`src/rtl/tamagotchi_pkg.sv`:
```
// Shared definitions for the tamagotchi status link.
//   tx_state_e     : transmit scheduler FSM states
//   grant_e        : identity of the last requester granted the transmitter
//   stats_t        : snapshot of the pet stats carried by a status frame
//   STATUS_HEADER  : default first byte of a status frame
//   FRAME_LEN_BASE : frame length without checksum byte
//   FRAME_LEN_CSUM : frame length with trailing checksum byte
package tamagotchi_pkg;

    typedef enum logic [1:0] {
        ST_IDLE  = 2'd0,
        ST_ECHO  = 2'd1,
        ST_FRAME = 2'd2
    } tx_state_e;

    typedef enum logic {
        GRANT_ECHO   = 1'b0,
        GRANT_REPORT = 1'b1
    } grant_e;

    typedef struct packed {
        logic [4:0] hunger;
        logic [4:0] happiness;
        logic [4:0] hygiene;
        logic [4:0] energy;
        logic       is_sleeping;
    } stats_t;

    localparam logic [7:0] STATUS_HEADER  = 8'hA5;
    localparam int         FRAME_LEN_BASE = 6;
    localparam int         FRAME_LEN_CSUM = 7;

endpackage

```
`src/rtl/status_tx_scheduler.sv`:
```
// status_tx_scheduler: shares one UART transmitter between the byte echo
// path and the periodic status-frame reporter.
//
// Build option: STATUS_CHECKSUM_EN appends an XOR checksum byte to each frame.
//
// Ports
//   clk, reset        : clock, synchronous active-high reset
//   second            : one-cycle status report request
//   hunger..energy    : live 5-bit stats, is_sleeping live flag
//   rx_valid, rx_data : received byte to echo back
//   tx_valid, tx_data : byte offered to the transmitter, tx_ready accepts it
//   busy              : FSM not idle
//   drop_cnt          : saturating count of echo bytes lost to a full buffer
//
// state  | meaning
// IDLE   | nothing offered; arbitrates pending echo / report requests
// ECHO   | offering the buffered echo byte
// FRAME  | offering status frame byte byte_idx_q from the snapshot
module status_tx_scheduler
    import tamagotchi_pkg::*;
#(
    parameter logic [7:0] HEADER = STATUS_HEADER
) (
    input  logic       clk,
    input  logic       reset,
    input  logic       second,
    input  logic [4:0] hunger,
    input  logic [4:0] happiness,
    input  logic [4:0] hygiene,
    input  logic [4:0] energy,
    input  logic       is_sleeping,
    input  logic       rx_valid,
    input  logic [7:0] rx_data,
    output logic       tx_valid,
    output logic [7:0] tx_data,
    input  logic       tx_ready,
    output logic       busy,
    output logic [7:0] drop_cnt
);

`ifdef STATUS_CHECKSUM_EN
    localparam int FRAME_LEN = FRAME_LEN_CSUM;
`else
    localparam int FRAME_LEN = FRAME_LEN_BASE;
`endif
    localparam logic [2:0] LAST_IDX = 3'(FRAME_LEN - 1);

    tx_state_e  state_q, state_d;
    grant_e     last_grant_q, last_grant_d;
    logic       echo_full_q, echo_full_d;
    logic [7:0] echo_data_q, echo_data_d;
    logic       report_pending_q, report_pending_d;
    logic [2:0] byte_idx_q, byte_idx_d;
    stats_t     snap_q, snap_d;
    logic [7:0] drop_cnt_q, drop_cnt_d;

    logic       echo_req;
    logic       report_req;
    logic       echo_drain;
    logic [7:0] frame_byte;

    always_ff @(posedge clk) begin
        if (reset) begin
            state_q          <= ST_IDLE;
            last_grant_q     <= GRANT_REPORT;
            echo_full_q      <= 1'b0;
            echo_data_q      <= 8'h00;
            report_pending_q <= 1'b0;
            byte_idx_q       <= 3'd0;
            snap_q           <= '0;
            drop_cnt_q       <= 8'h00;
        end else begin
            state_q          <= state_d;
            last_grant_q     <= last_grant_d;
            echo_full_q      <= echo_full_d;
            echo_data_q      <= echo_data_d;
            report_pending_q <= report_pending_d;
            byte_idx_q       <= byte_idx_d;
            snap_q           <= snap_d;
            drop_cnt_q       <= drop_cnt_d;
        end
    end

    // Frame byte selected from the snapshot; only the index moves while offered,
    // so the byte is stable across a stalled tx_ready.
    always_comb begin
        frame_byte = 8'h00;
        case (byte_idx_q)
            3'd0:    frame_byte = HEADER;
            3'd1:    frame_byte = {3'b000, snap_q.hunger};
            3'd2:    frame_byte = {3'b000, snap_q.happiness};
            3'd3:    frame_byte = {3'b000, snap_q.hygiene};
            3'd4:    frame_byte = {3'b000, snap_q.energy};
            3'd5:    frame_byte = {7'b0000000, snap_q.is_sleeping};
`ifdef STATUS_CHECKSUM_EN
            3'd6:    frame_byte = HEADER ^ {3'b000, snap_q.hunger}
                                ^ {3'b000, snap_q.happiness}
                                ^ {3'b000, snap_q.hygiene}
                                ^ {3'b000, snap_q.energy}
                                ^ {7'b0000000, snap_q.is_sleeping};
`endif
            default: frame_byte = 8'h00;
        endcase
    end

    always_comb begin
        state_d          = state_q;
        last_grant_d     = last_grant_q;
        echo_full_d      = echo_full_q;
        echo_data_d      = echo_data_q;
        report_pending_d = report_pending_q | second;
        byte_idx_d       = byte_idx_q;
        snap_d           = snap_q;
        drop_cnt_d       = drop_cnt_q;

        // Same-cycle requests count in IDLE so a grant costs no extra cycle.
        echo_req   = echo_full_q | rx_valid;
        report_req = report_pending_q | second;
        echo_drain = (state_q == ST_ECHO) && tx_ready;

        if (echo_drain) begin
            echo_full_d = 1'b0;
        end
        if (rx_valid) begin
            if (!echo_full_q || echo_drain) begin
                echo_full_d = 1'b1;
                echo_data_d = rx_data;
            end else if (drop_cnt_q != 8'hFF) begin
                drop_cnt_d = drop_cnt_q + 8'd1;
            end
        end

        case (state_q)
            ST_IDLE: begin
                if (echo_req && (!report_req || last_grant_q == GRANT_REPORT)) begin
                    state_d      = ST_ECHO;
                    last_grant_d = GRANT_ECHO;
                end else if (report_req) begin
                    state_d          = ST_FRAME;
                    last_grant_d     = GRANT_REPORT;
                    report_pending_d = 1'b0;
                    byte_idx_d       = 3'd0;
                    snap_d           = '{hunger: hunger, happiness: happiness,
                                         hygiene: hygiene, energy: energy,
                                         is_sleeping: is_sleeping};
                end
            end
            ST_ECHO: begin
                if (tx_ready) begin
                    state_d = ST_IDLE;
                end
            end
            ST_FRAME: begin
                if (tx_ready) begin
                    if (byte_idx_q == LAST_IDX) begin
                        state_d    = ST_IDLE;
                        byte_idx_d = 3'd0;
                    end else begin
                        byte_idx_d = byte_idx_q + 3'd1;
                    end
                end
            end
            default: state_d = ST_IDLE;
        endcase
    end

    always_comb begin
        tx_valid = 1'b0;
        tx_data  = 8'h00;
        case (state_q)
            ST_ECHO: begin
                tx_valid = 1'b1;
                tx_data  = echo_data_q;
            end
            ST_FRAME: begin
                tx_valid = 1'b1;
                tx_data  = frame_byte;
            end
            default: begin
                tx_valid = 1'b0;
                tx_data  = 8'h00;
            end
        endcase
    end

    assign busy     = (state_q != ST_IDLE);
    assign drop_cnt = drop_cnt_q;

endmodule

```
`config.mk`:
```
export PLATFORM = sky130hd
export DESIGN_NAME = status_tx_scheduler
export DESIGN_NICKNAME = d
export VERILOG_FILES = /design/src/rtl/tamagotchi_pkg.sv /design/src/rtl/status_tx_scheduler.sv
export SDC_FILE = /design/constraint.sdc
export NUM_CORES = 1
export LEC_CHECK = 0
export ABC_AREA = 1
export CAP_MARGIN = 30
export CELL_PAD_IN_SITES_DETAIL_PLACEMENT = 1
export CELL_PAD_IN_SITES_GLOBAL_PLACEMENT = 2
export CORE_ASPECT_RATIO = 1.25
export CORE_MARGIN = 2
export CORE_UTILIZATION = 24
export DETAILED_ROUTE_END_ITERATION = 7
export GPL_TIMING_DRIVEN = 1
export PLACE_DENSITY = 0.71
export SLEW_MARGIN = 20
export SYNTH_ARGS = -nofsm -noshare
export SYNTH_HDL_FRONTEND = slang
export SYNTH_SLANG_ARGS = --single-unit
```
`constraint.sdc`:
```
create_clock -name clk -period 1.8 [get_ports clk]
set_clock_uncertainty 0.2 [all_clocks]
set_input_delay 0.36 -clock clk [delete_from_list [all_inputs] [get_ports clk]]
set_output_delay 0.36 -clock clk [all_outputs]
set_load 0.01 [all_outputs]
```
; ---- Word-level counts from Yosys, hierarchy flattened
; Index checks and enable logic that the tools add are counted.
; Widths: inputs -> output; s select.
[classes]
n_addsub = 2
eq_ne = 14
mux = 21
bitwise_logic = 4
n_reduce_logical = 18
[ops]
columns = cell, count
row1 = $pmux 8 s6, 1
row2 = $pmux 8 s2, 1
row3 = $mux 3, 4
row4 = $mux 2, 5
row5 = $ne 2x2->1 const B, 5
row6 = $add 8x1->8 const B, 1
row7 = $mux 1, 8
row8 = $ne 8x8->1 const B, 1
row9 = $reduce_and 4->1, 2
row10 = $eq 3x2->1 const B, 2
row11 = $eq 3x3->1 const B, 2
row12 = $pmux 2 s3, 1
row13 = $pmux 3 s2, 1
row14 = $reduce_and 3->1, 2
row15 = $reduce_bool 2->1, 3
row16 = $reduce_and 2->1, 2
row17 = $add 3x1->3 const B, 1
row18 = $eq 3x1->1 const B, 1
row19 = $logic_not 3->1, 1
row20 = $ne 3x3->1 const B, 1
row21 = $eq 2x1->1 const B, 1
row22 = $eq 2x2->1 const B, 1
row23 = $logic_and 1x1->1, 2
row24 = $logic_not 1->1, 2
row25 = other kinds (5), 8
[totals]
register_bits = 45
out_inout_bits = 18
wordCells = 71

; ---- Longest topological paths before layout
[depth]
ltp_word = 6
mapped_depth = 12
ltp_nobuf = 11

; ---- Worst setup path after synthesis
; OpenSTA, ideal clock, no wires.
[synth_path]
kind = flip-flop to output port
startpoint = reg byte_idx_q[2]
endpoint = out tx_data[2]
arrival_ns = 1.319
required_ns = 1.240
slack_ns = -0.079
stages_incl_launch_ff = 9
path_buffers = 1
path_cell_list = dfxtp_1 -> buf_4 -> clkinv_1 -> ha_1 -> nand2_1 -> a21boi_0 -> nand3_1 -> nand2_1 -> a21oi_1
[synth_between]
elab_chain_cells = 3
elab_cells_between_ends = 8
cone_classes = eq/ne (5) / mux (2) / reduce/logical (1)
[synth_rtl]
columns = element, line_no
row1 = "start, declared", status_tx_scheduler.sv:53  ; logic [2:0] byte_idx_q, byte_idx_d;
row2 = "start signal, assigned", status_tx_scheduler.sv:78  ; byte_idx_q <= byte_idx_d;
row3 = $eq 3x3->1 (tied with other cells), status_tx_scheduler.sv:88  ; case (byte_idx_q)
row4 = $pmux 8 s6 (*), status_tx_scheduler.sv:88
row5 = $pmux 8 s2 (*), status_tx_scheduler.sv:170  ; case (state_q)
row6 = "end, declared", status_tx_scheduler.sv:35  ; output logic [7:0] tx_data,
; Every way passes the cells marked *; elsewhere a longest branch is shown, timed or not.

; ---- Worst setup path after layout
[layout_path]
startpoint = reg byte_idx_q[1]
endpoint = out tx_data[0]
; Same word-level chain as after synthesis.

==> results <==
metrics by stage:
stage               setup TNS, ns  setup slack, ns  cells  cell area, um^2
global route                -2.42           -0.429    535             3420
CTS                         -1.73           -0.310    534             3360
global placement            -8.70           -0.469    523             3100
floorplan                -0.00342         -0.00342    333             2320
detailed placement          -9.43           -0.495    523             3100
finish                      -1.65           -0.298    535             3420
final cells by class:
class	count	area, um^2	area share [%]
clock buffers	6	129	3.77
well taps	126	158	4.61
inverters	28	119	3.48
clock inverters	2	38.8	1.13
flip-flops and latches	45	915	26.7
repair buffers	81	754	22.1
multi-input cells	247	1310	38.2
cells by family after synthesis:
group,count (synthesis)
AND/OR/NAND/NOR,184
AO/OA/AOI/OAI,55
flip-flops,45
buffers and inverters,41
adder cells (fa/ha/maj),5
XOR/XNOR,3
cells in the mapped netlist:
cell,n,area share [%]
nor2_1,76,12
nand2_1,66,11
dfxtp_1,45,39
o21ai_0,30,6.5
inv_1,24,3.9
nand3_1,17,3.7
a21oi_1,14,3.0
nor2_4,7,3.4
buf_6,6,2.9
o21ai_1,6,1.3
ha_1,5,2.7
nand2_2,5,1.4
nor2_2,4,1.1
o21bai_1,3,0.97
xor2_1,3,1.1
buf_2,2,0.43
buf_4,2,0.65
clkbuf_1,2,0.32
inv_4,2,0.54
nand4_1,2,0.54
nor3_1,2,0.43
a21boi_0,1,0.32
a21oi_2,1,0.38
and2_1,1,0.27
clkbuf_2,1,0.22
clkinv_1,1,0.16
inv_2,1,0.16
nand2_4,1,0.49
nand3_2,1,0.43
nand3b_1,1,0.32
or2_2,1,0.27
routing by layer:
metal | GRT usage [%] | vias to the layer above | share of wire (%)
met3 | 1.98 | 9 | 2.4
met4 | 5.67 | 0 | 2.1
met1 | 16.5 | 1087 | 43
met5 | 0 | - | 0
met2 | 26.5 | 38 | 53
li1 | - | 1199 | -
worst max-delay path by stage:
stage | endpoint | slack, ns | cells past startpoint
after global placement | tx_data[4] | -0.47 | 9
final | tx_data[0] | -0.30 | 9
after CTS | tx_data[4] | -0.31 | 8
after detailed placement | tx_data[2] | -0.49 | 9
after global routing | tx_data[0] | -0.43 | 9
after floorplan | tx_data[2] | -0.003 | 9
flip-flops by register name (all words and copies together), names as in the netlist:
register and cells:
report_pending_q 1, byte_idx_q 3, state_q 2, echo_full_q 1, drop_cnt 8, last_grant_q 1, snap_q 21, echo_data_q 8
power groups by stage:
stage / clock (W) / combinational, W / sequential, W
after floorplan: 0 / 0.00107 / 0.00135
after global placement: 0 / 0.00169 / 0.00138
after detailed placement: 0 / 0.00171 / 0.00139
after CTS: 0.00109 / 0.00186 / 0.00141
after global routing: 0.00112 / 0.00215 / 0.00144
final: 0.00106 / 0.00191 / 0.00141
timing repair:
item	in CTS	in global routing
resized for setup	80	18
buffers inserted	3	2
hold buffers	0	0
setup endpoints to repair	33	20
pin swaps	16	14
gates cloned	1	0
worst min-delay path: stages (launching register included):
cell and delay [ns]:
dfxtp_1 0.35, a21oi_1 0.07, nand2_1 0.05
==> results_dict.tcl <==
set metrics [dict create \
    final_core_util_pct 36.0 \
    worstSetupPathType "flop to output pin" \
    drt-wirelength-per-cell_um 13.2 \
    end_kind "output pin" \
    switching_share_pct 36.8 \
    via_per_inst 4.36 \
    r2r_end "drop_cnt[6]" \
    path_buf_inv 2 \
    synth_top_family_by_area "simple AND/OR/NAND/NOR gates" \
    fin_ws_ns -0.298 \
    peakVddDrop_uv 485 \
    cp-start-kind "flop" \
    cp_cell_sequence "buf_4 > nor2_4 > nand2_1 > nand2_1 > nor2_1 > nand2_1 > nand2_2 > a21oi_2 > buf_2" \
    track_usage_pct 14.3 \
    nFillCells 1186 \
    root_buffer "clkbuf_16" \
    insertion_delay_ns 0.29 \
    grt_pass1_vias 2488 \
    min_to "last_grant_q" \
    syn_area_um2 2310 \
    fin_nets 447 \
    status "finished, violations left" \
    vias 2333 \
    ioPinCount 52 \
    p_int_w 0.00277 \
    synth-xor-area-share_pct 1.14 \
    place_congestion 0.725 \
    critPathMaxStageDelay_ns 0.34 \
    drt-initial-drc-count 33 \
    netlist-cell-type-count 31 \
    p_seq_share_pct 32.1 \
    power.density_nw_per_um2 1280 \
    power_w 0.00438 \
    synth_compound_area_share_pct 12.5 \
    synthMuxAreaShare_pct 0 \
    critPathSlowestCell "dfxtp_2" \
    max_freq_mhz 477 \
    r2r_cells 12 \
    rsz0062_at_grt "yes" \
    antenna_left 0 \
    hp-start "last_grant_q" \
    synthAdderAreaFrac_pct 2.71 \
    portBuffers 51 \
    maxCapViolations 0 \
    cts_tree "done" \
    r2r_setup_slack_ns 0.07 \
    synth_nets 372 \
    die_w_um 91.8 \
    total_leakage_power_nw 1.50 \
    p_sw_w 0.00161 \
    wl_um 7050 \
    grt_overflow 0 \
    h-tree-depth 2 \
    ys_warn_count 0 \
    floorplan.initialDensity_pct 24.3 \
    rows 40 \
    grt_max_degree 39 \
    hold_class "flop to flop" \
    fin_crit_sh_pct 117 \
    synth-seq-area-share_pct 39.0 \
    p_comb_share_pct 43.7 \
    hold_depth 2 \
    grt_pass1_wl_um 11900 \
    cpMostUsedCell "nand2_1" \
    drive_above_1_share_pct 24.7 \
    clock-sinks 45 \
    crit_family "simple AND/OR/NAND/NOR gates" \
    dp_hpwl_um 5270 \
    critPathMaxFanout 6 \
    area_delta_synth_final_pct 48.0 \
    hold_slack_ns 0.298 \
    cts_buffer_depth 2 \
    synth.avg_cell_area_um2 6.94 \
    slew_headroom_pct 83.1 \
    violations "setup timing" \
    finalHoldViolCount 0 \
    layout_common_cells "nor2_1, nand2_1, dfxtp_1, clkdlybuf4s50_1, o21ai_0" \
    die_area_um2 10400 \
    syn_inst 333 \
    worstPathRequired_ns 1.24 \
    pwr-share-clk_pct 24.2 \
    antenna_found_initial 0 \
    drc 0 \
    cts_buffers 5 \
    final_common_cell "nor2_1" \
    setup_viol 7 \
    num_antenna_cells 0 \
    firstDrtPassIters 4 \
    ys_ff_latch 45 \
    yosys.area_share.simple_pct 35.4 \
    drv_slew 0 \
    cp_data_arrival_time_ns 1.54 \
    chipHeight_um 114 \
    tightest_slew_ns 0.253 \
    core_area_um2 9510 \
    path_clk_slew_ns 0.06 \
    period_minus_slack_ns 2.10 \
    startpoint "byte_idx_q[1]" \
    reg2reg_from "state_q[0]" \
]
Power figures use the tool's default switching activity.
